--- src/rtl/boy_pkg.sv ---
// Shared types and constants for the boy sprite path (controller and ROMs).
package boy_pkg;

  typedef enum logic [1:0] {
    STAND  = 2'd0,
    WALK_R = 2'd1,
    WALK_L = 2'd2
  } boy_state_t;

  localparam logic [2:0] FS_STAND = 3'd0;
  localparam logic [2:0] FS_R_A   = 3'd1;
  localparam logic [2:0] FS_R_B   = 3'd2;
  localparam logic [2:0] FS_L_A   = 3'd3;
  localparam logic [2:0] FS_L_B   = 3'd4;

  localparam int BOY_SPRITE_W = 20;
  localparam int BOY_SPRITE_H = 40;

endpackage

--- src/rtl/frame_tick_sync.sv ---
// Brings the vsync level into the Clk domain and emits a one-cycle tick per rising edge.
module frame_tick_sync (
  input  logic Clk,
  input  logic Reset,
  input  logic frame_clk,
  output logic tick
);

  logic r_sync1;
  logic r_sync2;
  logic r_hist;

  // Two-flop synchronizer followed by a history flop for edge detection.
  always_ff @(posedge Clk) begin
    if (Reset) begin
      r_sync1 <= 1'b0;
      r_sync2 <= 1'b0;
      r_hist  <= 1'b0;
    end else begin
      r_sync1 <= frame_clk;
      r_sync2 <= r_sync1;
      r_hist  <= r_sync2;
    end
  end

  assign tick = r_sync2 & ~r_hist;

endmodule

--- src/rtl/boy_sprite_ctrl.sv ---
// Boy sprite ROM address / window flag generator plus per-frame walk animation FSM.
module boy_sprite_ctrl
  import boy_pkg::*;
#(
  parameter int SPRITE_W        = BOY_SPRITE_W,
  parameter int SPRITE_H        = BOY_SPRITE_H,
  parameter int FRAMES_PER_STEP = 6
) (
  input  logic        Clk,
  input  logic        Reset,
  input  logic        frame_clk,
  input  logic [9:0]  DrawX,
  input  logic [9:0]  DrawY,
  input  logic [9:0]  BoyX,
  input  logic [9:0]  BoyY,
  input  logic        move_left,
  input  logic        move_right,
  output logic [10:0] read_address,
  output logic        boy_on,
  output logic [2:0]  frame_sel
);

  localparam int CW = (FRAMES_PER_STEP > 1) ? $clog2(FRAMES_PER_STEP) : 1;
  localparam logic [CW-1:0] CNT_MAX = CW'(FRAMES_PER_STEP - 1);

  // ---------------- pixel path ----------------
  logic [10:0] w_dx, w_dy, w_bx, w_by;
  logic [10:0] w_x_end, w_y_end;
  logic        w_on;
  logic [9:0]  w_col, w_row;
  logic [10:0] w_row11, w_row_scaled, w_addr;

  assign w_dx    = {1'b0, DrawX};
  assign w_dy    = {1'b0, DrawY};
  assign w_bx    = {1'b0, BoyX};
  assign w_by    = {1'b0, BoyY};
  // 11-bit ends so a sprite near column/row 1023 cannot wrap back to 0.
  assign w_x_end = w_bx + 11'(SPRITE_W);
  assign w_y_end = w_by + 11'(SPRITE_H);
  assign w_on    = (w_dx >= w_bx) & (w_dx < w_x_end) & (w_dy >= w_by) & (w_dy < w_y_end);

  assign w_col   = DrawX - BoyX;
  assign w_row   = DrawY - BoyY;
  assign w_row11 = {1'b0, w_row};

  generate
    if (SPRITE_W == 20) begin : g_w20
      assign w_row_scaled = (w_row11 << 4) + (w_row11 << 2);
    end else begin : g_wgen
      assign w_row_scaled = w_row11 * 11'(SPRITE_W);
    end
  endgenerate

  // Difference bits are meaningless outside the window, so the address is forced to 0 there.
  assign w_addr = w_on ? (w_row_scaled + {1'b0, w_col}) : 11'd0;

  // One-cycle pixel pipeline, aligned with the colour mapper's registered DrawX.
  always_ff @(posedge Clk) begin
    if (Reset) begin
      read_address <= 11'd0;
      boy_on       <= 1'b0;
    end else begin
      read_address <= w_addr;
      boy_on       <= w_on;
    end
  end

  // ---------------- animation ----------------
  logic w_tick;

  frame_tick_sync u_tick (
    .Clk       (Clk),
    .Reset     (Reset),
    .frame_clk (frame_clk),
    .tick      (w_tick)
  );

  boy_state_t    r_state, w_state_nxt, w_target;
  logic          r_phase, w_phase_nxt;
  logic [CW-1:0] r_step_cnt, w_step_nxt;
  logic [2:0]    w_fs_nxt;

  // State, walk timing and registered frame_sel; all advance only on tick.
  always_ff @(posedge Clk) begin
    if (Reset) begin
      r_state    <= STAND;
      r_phase    <= 1'b0;
      r_step_cnt <= '0;
      frame_sel  <= FS_STAND;
    end else begin
      r_state    <= w_state_nxt;
      r_phase    <= w_phase_nxt;
      r_step_cnt <= w_step_nxt;
      frame_sel  <= w_fs_nxt;
    end
  end

  // Next-state and frame select; keys are only looked at on the frame tick.
  always_comb begin
    w_state_nxt = r_state;
    w_phase_nxt = r_phase;
    w_step_nxt  = r_step_cnt;
    w_fs_nxt    = frame_sel;
    w_target    = STAND;
    if (move_right && !move_left)      w_target = WALK_R;
    else if (move_left && !move_right) w_target = WALK_L;

    if (w_tick) begin
      w_state_nxt = w_target;
      if (w_target == STAND || w_target != r_state) begin
        w_phase_nxt = 1'b0;
        w_step_nxt  = '0;
      end else if (r_step_cnt == CNT_MAX) begin
        w_phase_nxt = ~r_phase;
        w_step_nxt  = '0;
      end else begin
        w_step_nxt  = r_step_cnt + 1'b1;
      end

      case (w_target)
        WALK_R:  w_fs_nxt = w_phase_nxt ? FS_R_B : FS_R_A;
        WALK_L:  w_fs_nxt = w_phase_nxt ? FS_L_B : FS_L_A;
        default: w_fs_nxt = FS_STAND;
      endcase
    end
  end

endmodule

--- config.mk ---
export PLATFORM = sky130hd
export DESIGN_NAME = boy_sprite_ctrl
export DESIGN_NICKNAME = d
export VERILOG_FILES = /design/src/rtl/boy_pkg.sv /design/src/rtl/frame_tick_sync.sv /design/src/rtl/boy_sprite_ctrl.sv
export SDC_FILE = /design/constraint.sdc
export NUM_CORES = 1
export LEC_CHECK = 0
export CAP_MARGIN = 25
export CORE_ASPECT_RATIO = 0.7
export CORE_MARGIN = 5
export CORE_UTILIZATION = 30
export CTS_CLUSTER_SIZE = 10
export DETAILED_ROUTE_END_ITERATION = 7
export MAX_ROUTING_LAYER = met4
export PLACE_DENSITY = 0.6
export SYNTH_ARGS = -nofsm -noshare
export SYNTH_HDL_FRONTEND = slang
export SYNTH_SLANG_ARGS = --single-unit
--- constraint.sdc ---
create_clock -name Clk -period 4 [get_ports Clk]
set_input_delay 0.8 -clock Clk [delete_from_list [all_inputs] [get_ports Clk]]
set_output_delay 0.8 -clock Clk [all_outputs]
set_load 0.1 [all_outputs]
# Word-level counts from Yosys, hierarchy flattened

Cells that the tools add are included.

Flip-flop bits (word level): 24
Latch bits: 0
Bits in writable memories: 0
Memory bits (read-only): 0
Bits of input ports: 45
Output and inout bits: 15
Memories: 0

$add $sub $neg: 7
Multiply operators: 0
Div/mod/pow operators: 0
Magnitude comparators: 4
Eq/ne operators: 4
Shift operators: 0
Muxes and demuxes: 10
Bitwise gates (word level): 7
Reduce and logical (&&, ||, !) cells: 7

Operators with widths:

| kind                    | count |
|---|---|
| $lt A10 B11 Y1          | 2 |
| $ge A10 B10 Y1          | 2 |
| $add A10 B5 Y11 const B | 1 |
| $add A10 B6 Y11 const B | 1 |
| $add A11 B10 Y11        | 1 |
| $add A11 B11 Y11        | 1 |
| $sub A10 B10 Y10        | 1 |
| $mux W3                 | 3 |
| $sub A9 B9 Y9           | 1 |
| $mux W2                 | 3 |
| $pmux W3 S2             | 1 |
| $and A1 B1 Y1           | 4 |
| $add A3 B1 Y3 const B   | 1 |
| $eq A3 B3 Y1 const B    | 1 |
| $mux W1                 | 3 |
| $not A1 Y1              | 3 |
| $eq A2 B1 Y1 const B    | 1 |
| $eq A2 B2 Y1 const B    | 1 |
| $logic_and A1 B1 Y1     | 2 |
| $logic_not A1 Y1        | 2 |
| $logic_not A2 Y1        | 1 |
| $ne A2 B2 Y1            | 1 |
| $reduce_or A2 Y1        | 1 |
| $logic_or A1 B1 Y1      | 1 |

# Depth between registers and ports, before layout

Gate-level depths: netlist of run 1.

Depth in word-level cells: 10
Gate-level depth with buffers: 18

# By module

From an unflattened synthesis of run 1, not the netlist that was laid out.

Cells, all modules: 332
Area total of the unflattened synthesis: 2772.7 um^2

Modules (own cells, without submodules):

| module          | instances | cells an instance | area an instance (um^2) | sequential area each (um^2) |
|---|---|---|---|---|
| boy_sprite_ctrl | 1         | 325               | 2685.1                  | 420.4 |
| frame_tick_sync | 1         | 7                 | 87.6                    | 60.1 |

# Worst setup path before layout of run 1

OpenSTA, ideal clock, no wires.

Path kind: input -> register
Start: in DrawX[0]
End: reg read_address[10]
Setup time: 79 ps
Arrival time: 3968 ps
Setup slack: -46 ps
Cell stages on the path: 18
Path through: inv_1 ha_1 fa_1 nor2b_1 o21ai_0 nand2b_1 a21o_1 a21oi_1 xor2_1 fa_1 inv_1 ha_1 nand3_1 o211ai_1 nor4_1 nor3_1 xnor3_1 nor3_1

Cells in the longest elaborated chain, start to end: 6

Ends and longest elaborated chain:

| element                                                  | RTL line              | RTL |
|---|---|---|
| start, declared                                          | boy_sprite_ctrl.sv:12 | `input logic [9:0] DrawX,` |
| branches (longest 6 deep; another with $add A11 B10 Y11) | --                    |  |
| end signal, assigned                                     | boy_sprite_ctrl.sv:63 | `read_address <= w_addr;` |
| end, declared                                            | boy_sprite_ctrl.sv:18 | `output logic [10:0] read_address,` |

Several ways; the timed one is not identified.
A chain may end at the register's enable or synchronous reset.

# Worst setup path in the final report of run 1

Start: in BoyX[0]
End: reg read_address[8]

Cells in the longest elaborated chain, start to end: 7

Ends and longest elaborated chain:

| element                           | RTL line              | RTL |
|---|---|---|
| start, declared                   | boy_sprite_ctrl.sv:14 | `input logic [9:0] BoyX,` |
| $add A10 B5 Y11                   | boy_sprite_ctrl.sv:38 | `assign w_x_end = w_bx + 11'(SPRITE_W);` |
| $lt A10 B11 Y1                    | boy_sprite_ctrl.sv:40 | `assign w_on = (w_dx >= w_bx) & (w_dx < w_x_end) & (w_dy >= w_by) & (w_dy < w_y_end);` |
| $and A1 B1 Y1 (3 in a row)        | boy_sprite_ctrl.sv:40 |  |
| $not A1 Y1 (no source line)       | --                    |  |
| $reduce_or A2 Y1 (no source line) | --                    |  |

Several ways; a longest one is shown, not always the timed one.

==> flow_summary.json, run 1 <==
{
  "max_slew.worst_pin.slew_ns": 0.979,
  "whs_ns": 0.439,
  "dieArea_sq_um": 11200,
  "io_pins": 60,
  "wl_per_cell_um": 11.9,
  "hold_path_class": "flop to flop",
  "synth_cell_types": 49,
  "area_delta_synth_final_pct": 59.2,
  "cts_hold_buf": 0,
  "syn_nets": 435,
  "nets": 571,
  "placed_area_sq_um": 4040,
  "track_usage_pct": 12.7,
  "antenna_cells": 0,
  "r2r_slack_ns": 2.43,
  "busiest_layer": "met2",
  "synth_async_sr_flop_share_pct": 0,
  "die_w_um": 125,
  "syn_area_sq_um": 2760,
  "power.share.clock_pct": 16.6,
  "hold_viol_final": 0,
  "insertion_delay_ns": 0.26,
  "port_buffers": 59,
  "worstPathRequired_ns": 4.11,
  "fin_skew_ns": 0.00533,
  "reg2reg_depth": 5,
  "ys_seq_elements": 24,
  "avgSynthCellArea_sq_um": 8.31,
  "seqPwrFrac_pct": 14.9,
  "slew_violations": 0,
  "dp_cells": 583,
  "relSlewSlack_pct": 34.5,
  "core_area_sq_um": 9030,
  "post-route-period-util_pct": 95.8,
  "endpoint_kind": "flop",
  "p_comb_share_pct": 68.5,
  "gp_congestion": 0.849,
  "vias": 2682,
  "drc": 0,
  "grt.overflow.total": 0,
  "power_density_nw_per_um2": 381,
  "p_int_mw": 1.06,
  "path_clk_slew_ns": 0.06,
  "arrival_ns": 3.94,
  "tns_ns": 0,
  "outcome": "finished, final reports clean",
  "drt_iter0_markers": 122,
  "start_util_pct": 30.5,
  "drtPass1Iterations": 4,
  "synth_edf_count": 0,
  "cts_buffer_depth": 2,
  "grt_pass1_wl_um": 12000,
  "grt_max_degree": 15,
  "routed_wl_um": 7060,
  "final_area_sq_um": 4390,
  "clock-root-buffer": "clkbuf_16",
  "ys_dominant_reg_cell": "dfxtp_1",
  "vdd_ir_drop_max_mv": 0.209,
  "grt_pass1_vias": 2729,
  "p_sw_share_pct": 36.9,
  "clock.fmax_mhz": 261,
  "period_minus_slack_ns": 3.83,
  "max-cap-violations": 0,
  "instances_no_fill": 591,
  "power.leakage_nw": 1.98,
  "finalSetupViolations": 0,
  "antenna_found_initial": 0,
  "whs_path_depth": 1,
  "viasPerCell": 4.54,
  "cts_made_buffers": 3,
  "die_h_um": 90.3,
  "start_kind": "input port",
  "cp_max_fo": 2,
  "drive_gt1_share_pct": 27.2,
  "yosysWarnings": 0,
  "worstReg2RegStart": "r_state[1]",
  "startpoint": "BoyX[0]",
  "dp_slack_ns": -0.744,
  "holdCritStartpoint": "u_tick.r_sync1",
  "yosysSeqAreaShare_pct": 17.4,
  "netlist_instances": 332,
  "fin_ws_ns": 0.169,
  "crit_type": "input port to flop",
  "dp_hpwl_um": 5980,
  "use_met3_pct": 1.83,
  "cts_sinks": 24,
  "ant_nets": 0,
  "use_met2_pct": 20.4,
  "grt_util_met1_pct": 17.5,
  "rows": 29,
  "h-tree-depth": 1,
  "p_switching_mw": 0.617,
  "cts_tree": "built"
}
routing by layer:
layer	part of all wire [%]	wire length, um
met1	52	3680
met2	44	3130
met3	3.0	215
met4	0.38	27
met5	0	0
synth_stat cells, types with 2 or more instances:
master / count / area (sq um)
nor2b_1: 9 / 56.3
nand3b_1: 2 / 15.0
a31oi_1: 2 / 12.5
nor4b_1: 2 / 17.5
clkbuf_1: 3 / 11.3
dfxtp_1: 24 / 480
o21ai_0: 17 / 85.1
a21o_1: 5 / 37.5
o2111ai_1: 2 / 17.5
or3_1: 2 / 12.5
ha_1: 49 / 613
or2_2: 2 / 12.5
a311oi_1: 2 / 17.5
fa_1: 9 / 180
xor2_1: 9 / 78.8
nand4_1: 3 / 18.8
xnor2_1: 20 / 175
a21boi_0: 4 / 30.0
o21bai_1: 2 / 15.0
nor4_1: 6 / 37.5
nand2_1: 17 / 63.8
nor3_1: 13 / 65.1
nor2_1: 17 / 63.8
a21oi_1: 23 / 115
nand2b_1: 7 / 43.8
mux2i_1: 2 / 20.0
inv_1: 50 / 188
nor3b_1: 3 / 22.5
nand3_1: 3 / 15.0
o21a_1: 4 / 30.0
through the flow:
stage	util (%)	power [mW]
2_1_floorplan	-	0.837
3_3_place_gp	44.7	1.21
3_5_place_dp	44.7	1.22
4_1_cts	47.9	1.60
5_1_grt	48.6	1.80
6_report	48.6	1.67
layout make-up:
| class | count | area, sq um |
|---|---|---|
| Clock buffer | 3 | 75.1 |
| Clock inverter | 1 | 30.0 |
| Fill cell | 873 | 4640 |
| Inverter | 50 | 188 |
| Multi-Input combinational cell | 254 | 2300 |
| Sequential cell | 24 | 480 |
| Tap cell | 124 | 155 |
| Timing Repair Buffer | 135 | 1160 |
placed cells by master, fill, tap and decap left out, types with 4 or more instances in the layout:
cell type and instances:
ha_1 38, o21ai_1 5, nor2_1 17, xor2_1 8
inv_1 43, a21o_1 5, nand2_1 17, dlygate4sd2_1 9
nor2b_1 8, ha_4 9, nor3_1 10, o21a_1 4
xnor2_1 19, nor4_1 5, buf_4 75, a21oi_1 20
inv_2 7, o21ai_0 9, fa_1 6, clkdlybuf4s50_1 49
dfxtp_1 24, nand2b_1 7
path summary, 6_finish.rpt:
kind,end
max,read_address[8]
min,u_tick.r_sync2
max reg2reg,r_step_cnt[2]
min reg2reg,u_tick.r_sync2
critical path, cell delays in order:
cell           delay (ns)
dlygate4sd2_1        0.23
ha_2                 0.19
fa_2                 0.37
nor2b_1              0.11
o21ai_1              0.09
nand2b_1             0.10
buf_4                0.12
xnor2_1              0.08
fa_1                 0.61
inv_1                0.06
ha_1                 0.30
a21oi_2              0.16
o211ai_1             0.13
buf_4                0.15
buf_4                0.11
nor2_1               0.10
xor2_1               0.16
nor3_1               0.06
kinds of logic after synthesis:
kind of cell | Yosys count | synth area share [%]
and+or+nand+nor | 92 | 18.5
buffers and inverters | 54 | 7.62
muxes | 3 | 1.13
adders and majority gates | 58 | 28.7
AOI/OAI and AO/OA | 71 | 16.5
DFF | 24 | 17.4
xor gates and xnor gates | 30 | 10.0
sequential cells by signal, indices dropped and copies added, names as in the netlist:
register	flops
boy_on	1
r_step_cnt	3
u_tick.r_hist	1
r_phase	1
u_tick.r_sync2	1
read_address	11
r_state	2
u_tick.r_sync1	1
frame_sel	3
power by group through the flow:
stage / clock (mW) / combinational [mW] / sequential, mW
after global routing: 0.292 / 1.26 / 0.251
after floorplan: 0 / 0.539 / 0.298
after detailed placement: 0 / 0.966 / 0.255
final: 0.278 / 1.15 / 0.250
after global placement: 0 / 0.950 / 0.255
after CTS: 0.284 / 1.07 / 0.250
timing repair:
| action | 4_1_cts | 5_1_grt |
|---|---|---|
| cloned | 0 | 0 |
| pin swaps | 30 | 13 |
| setup endpoints to repair | 4 | 2 |
| resized for setup | 51 | 14 |
| setup buffers | 5 | 1 |
Note: power is estimated with default switching activity, not from simulation.
==> run 2: changes to the inputs <==
- MAX_ROUTING_LAYER: met4 -> unset
==> run 2 against run 1 <==
  * Combinational power about the same
  * Sequential share of layout area unchanged
  * Hold slack unchanged
  * Non-clock buffer count is the same
  * Core utilization unchanged
  * Critical path depth unchanged
  * Clock power barely moved
  * Fmax is the same
  * Global-route usage is 0.35 points lower
  * Largest power group unchanged
==> flow_summary.json, run 2 (synthesis results as in run 1) <==
{
  "cts_tree": "built",
  "instances_no_fill": 591,
  "drt_iter0_markers": 122,
  "largest_register_ffs": 11,
  "p_switching_mw": 0.617,
  "power.leakage_nw": 1.98,
  "dieArea_sq_um": 11200,
  "core_area_sq_um": 9030,
  "grt.overflow.total": 0,
  "gp_congestion": 0.836,
  "outcome": "finished, final reports clean",
  "max_stage_delay_ns": 0.61,
  "crit_type": "input port to flop",
  "cts_buffer_depth": 2,
  "hold_path_class": "flop to flop",
  "start_kind": "input port",
  "clock.fmax_mhz": 261,
  "p_total_mw": 1.67,
  "arrival_ns": 3.94,
  "cts_made_buffers": 3,
  "grt_pass1_vias": 2729,
  "layout_common_cells": "75 x buf_4, 49 x clkdlybuf4s50_1, 43 x inv_1",
  "rows": 29,
  "slew_violations": 0,
  "vdd_ir_drop_max_mv": 0.209,
  "endpoint_kind": "flop",
  "dp_hpwl_um": 5980,
  "post-route-period-util_pct": 95.8,
  "track_usage_pct": 12.4,
  "finalSetupViolations": 0,
  "routed_wl_um": 7060,
  "power.share.clock_pct": 16.6,
  "io_pins": 60,
  "nets": 571,
  "post-route-util_pct": 48.6,
  "die_w_um": 125,
  "cp_max_fo": 2,
  "final_common_cell": "buf_4",
  "dp_slack_ns": -0.744,
  "period_minus_slack_ns": 3.83,
  "p_sw_share_pct": 36.9,
  "antenna_found_initial": 0,
  "top_regs": "read_address: 11 flops, frame_sel: 3 flops, r_step_cnt: 3 flops",
  "fin_skew_ns": 0.00533,
  "path_clk_slew_ns": 0.06,
  "max_slew.worst_pin.slew_ns": 0.979,
  "dp_cells": 583,
  "start_util_pct": 30.5,
  "hold_viol_final": 0,
  "relSlewSlack_pct": 34.5,
  "fill_cells": 873,
  "regMostFlops": "read_address",
  "critPathBufInv": 5,
  "p_comb_share_pct": 68.5,
  "seqPwrFrac_pct": 14.9,
  "drc": 0,
  "vias": 2686,
  "antenna_cells": 0,
  "grt_max_degree": 15,
  "h-tree-depth": 1,
  "fin_ws_ns": 0.169,
  "p_int_mw": 1.06,
  "viasPerCell": 4.54,
  "critPathTopFamily": "adder cells",
  "whs_ns": 0.439,
  "worstPathRequired_ns": 4.11,
  "port_buffers": 59,
  "wl_per_cell_um": 11.9,
  "cp_common_cell": "buf_4",
  "cp_cell_sequence": "dlygate4sd2_1 > ha_2 > fa_2 > nor2b_1 > o21ai_1 > nand2b_1 > buf_4 > xnor2_1 > fa_1 > inv_1 > ha_1 > a21oi_2 > o211ai_1 > buf_4 > buf_4 > nor2_1 > xor2_1 > nor3_1",
  "grt_pass1_wl_um": 12000,
  "clock-root-buffer": "clkbuf_16",
  "max-cap-violations": 0,
  "drtPass1Iterations": 4,
  "die_h_um": 90.3,
  "cts_sinks": 24,
  "drive_gt1_share_pct": 27.2,
  "insertion_delay_ns": 0.26,
  "power_density_nw_per_um2": 381,
  "ant_nets": 0,
  "slowest_stage": "fa_1",
  "area_delta_synth_final_pct": 59.2
}
## run 2: worst register-to-register path: cells and delay by family, from the launching register on
family           cells  cell delay [ns]
AND/OR/NAND/NOR      3             0.90
flip-flops           1             0.31
XOR/XNOR             1             0.15
AO/OA/AOI/OAI        1             0.14
## run 2: path summary, 6_finish.rpt
check	to	from	cells after the start	slack (ns)
max reg2reg	r_step_cnt[2]	r_state[1]	5	2.43
max	read_address[8]	BoyX[0]	18	0.17
min reg2reg	u_tick.r_sync2	u_tick.r_sync1	1	0.44
min	u_tick.r_sync2	u_tick.r_sync1	1	0.44
## run 2: cell type report
| cell class | instances | area [sq um] | area share [%] |
|---|---|---|---|
| Multi-Input combinational cell | 254 | 2300 | 52.4 |
| Timing Repair Buffer | 135 | 1160 | 26.5 |
| Sequential cell | 24 | 480 | 10.9 |
| Inverter | 50 | 188 | 4.27 |
| Tap cell | 124 | 155 | 3.53 |
| Clock buffer | 3 | 75.1 | 1.71 |
| Clock inverter | 1 | 30.0 | 0.684 |
## run 2: power groups by stage
stage / Combinational [mW] / Sequential, mW / Clock [mW]
CTS: 1.07 / 0.250 / 0.284
global route: 1.26 / 0.251 / 0.292
finish: 1.15 / 0.250 / 0.278
global placement: 0.950 / 0.255 / 0
floorplan: 0.539 / 0.298 / 0
detailed placement: 0.966 / 0.255 / 0
## run 2: layer usage
layer	track usage [%]	up-vias	routed length, um
met1	17.3	1211	3640
met5	0	-	0
met2	20.4	49	3130
met3	2.13	2	256
met4	1.64	0	27
li1	-	1424	-
## run 2: timing repair
item / CTS / global route
pin swaps: 30 / 13
hold buffers: 0 / 0
gates resized for setup: 51 / 14
hold endpoints to repair: 0 / 0
buffers inserted: 5 / 1
setup endpoints to repair: 4 / 2
gates cloned: 0 / 0
## run 2: per-stage QoR
stage | cell area (sq um) | setup TNS (ns)
global route | 4390 | -0.00379
global placement | 4040 | -2.35
floorplan | 2760 | 0
detailed placement | 4040 | -2.66
finish | 4390 | 0
CTS | 4330 | 0
==> run 3: changes to the inputs <==
- CAP_MARGIN: 25 -> 20
==> results of run 3 <==
Final layout, timing and power as in run 2 (identical DEF).
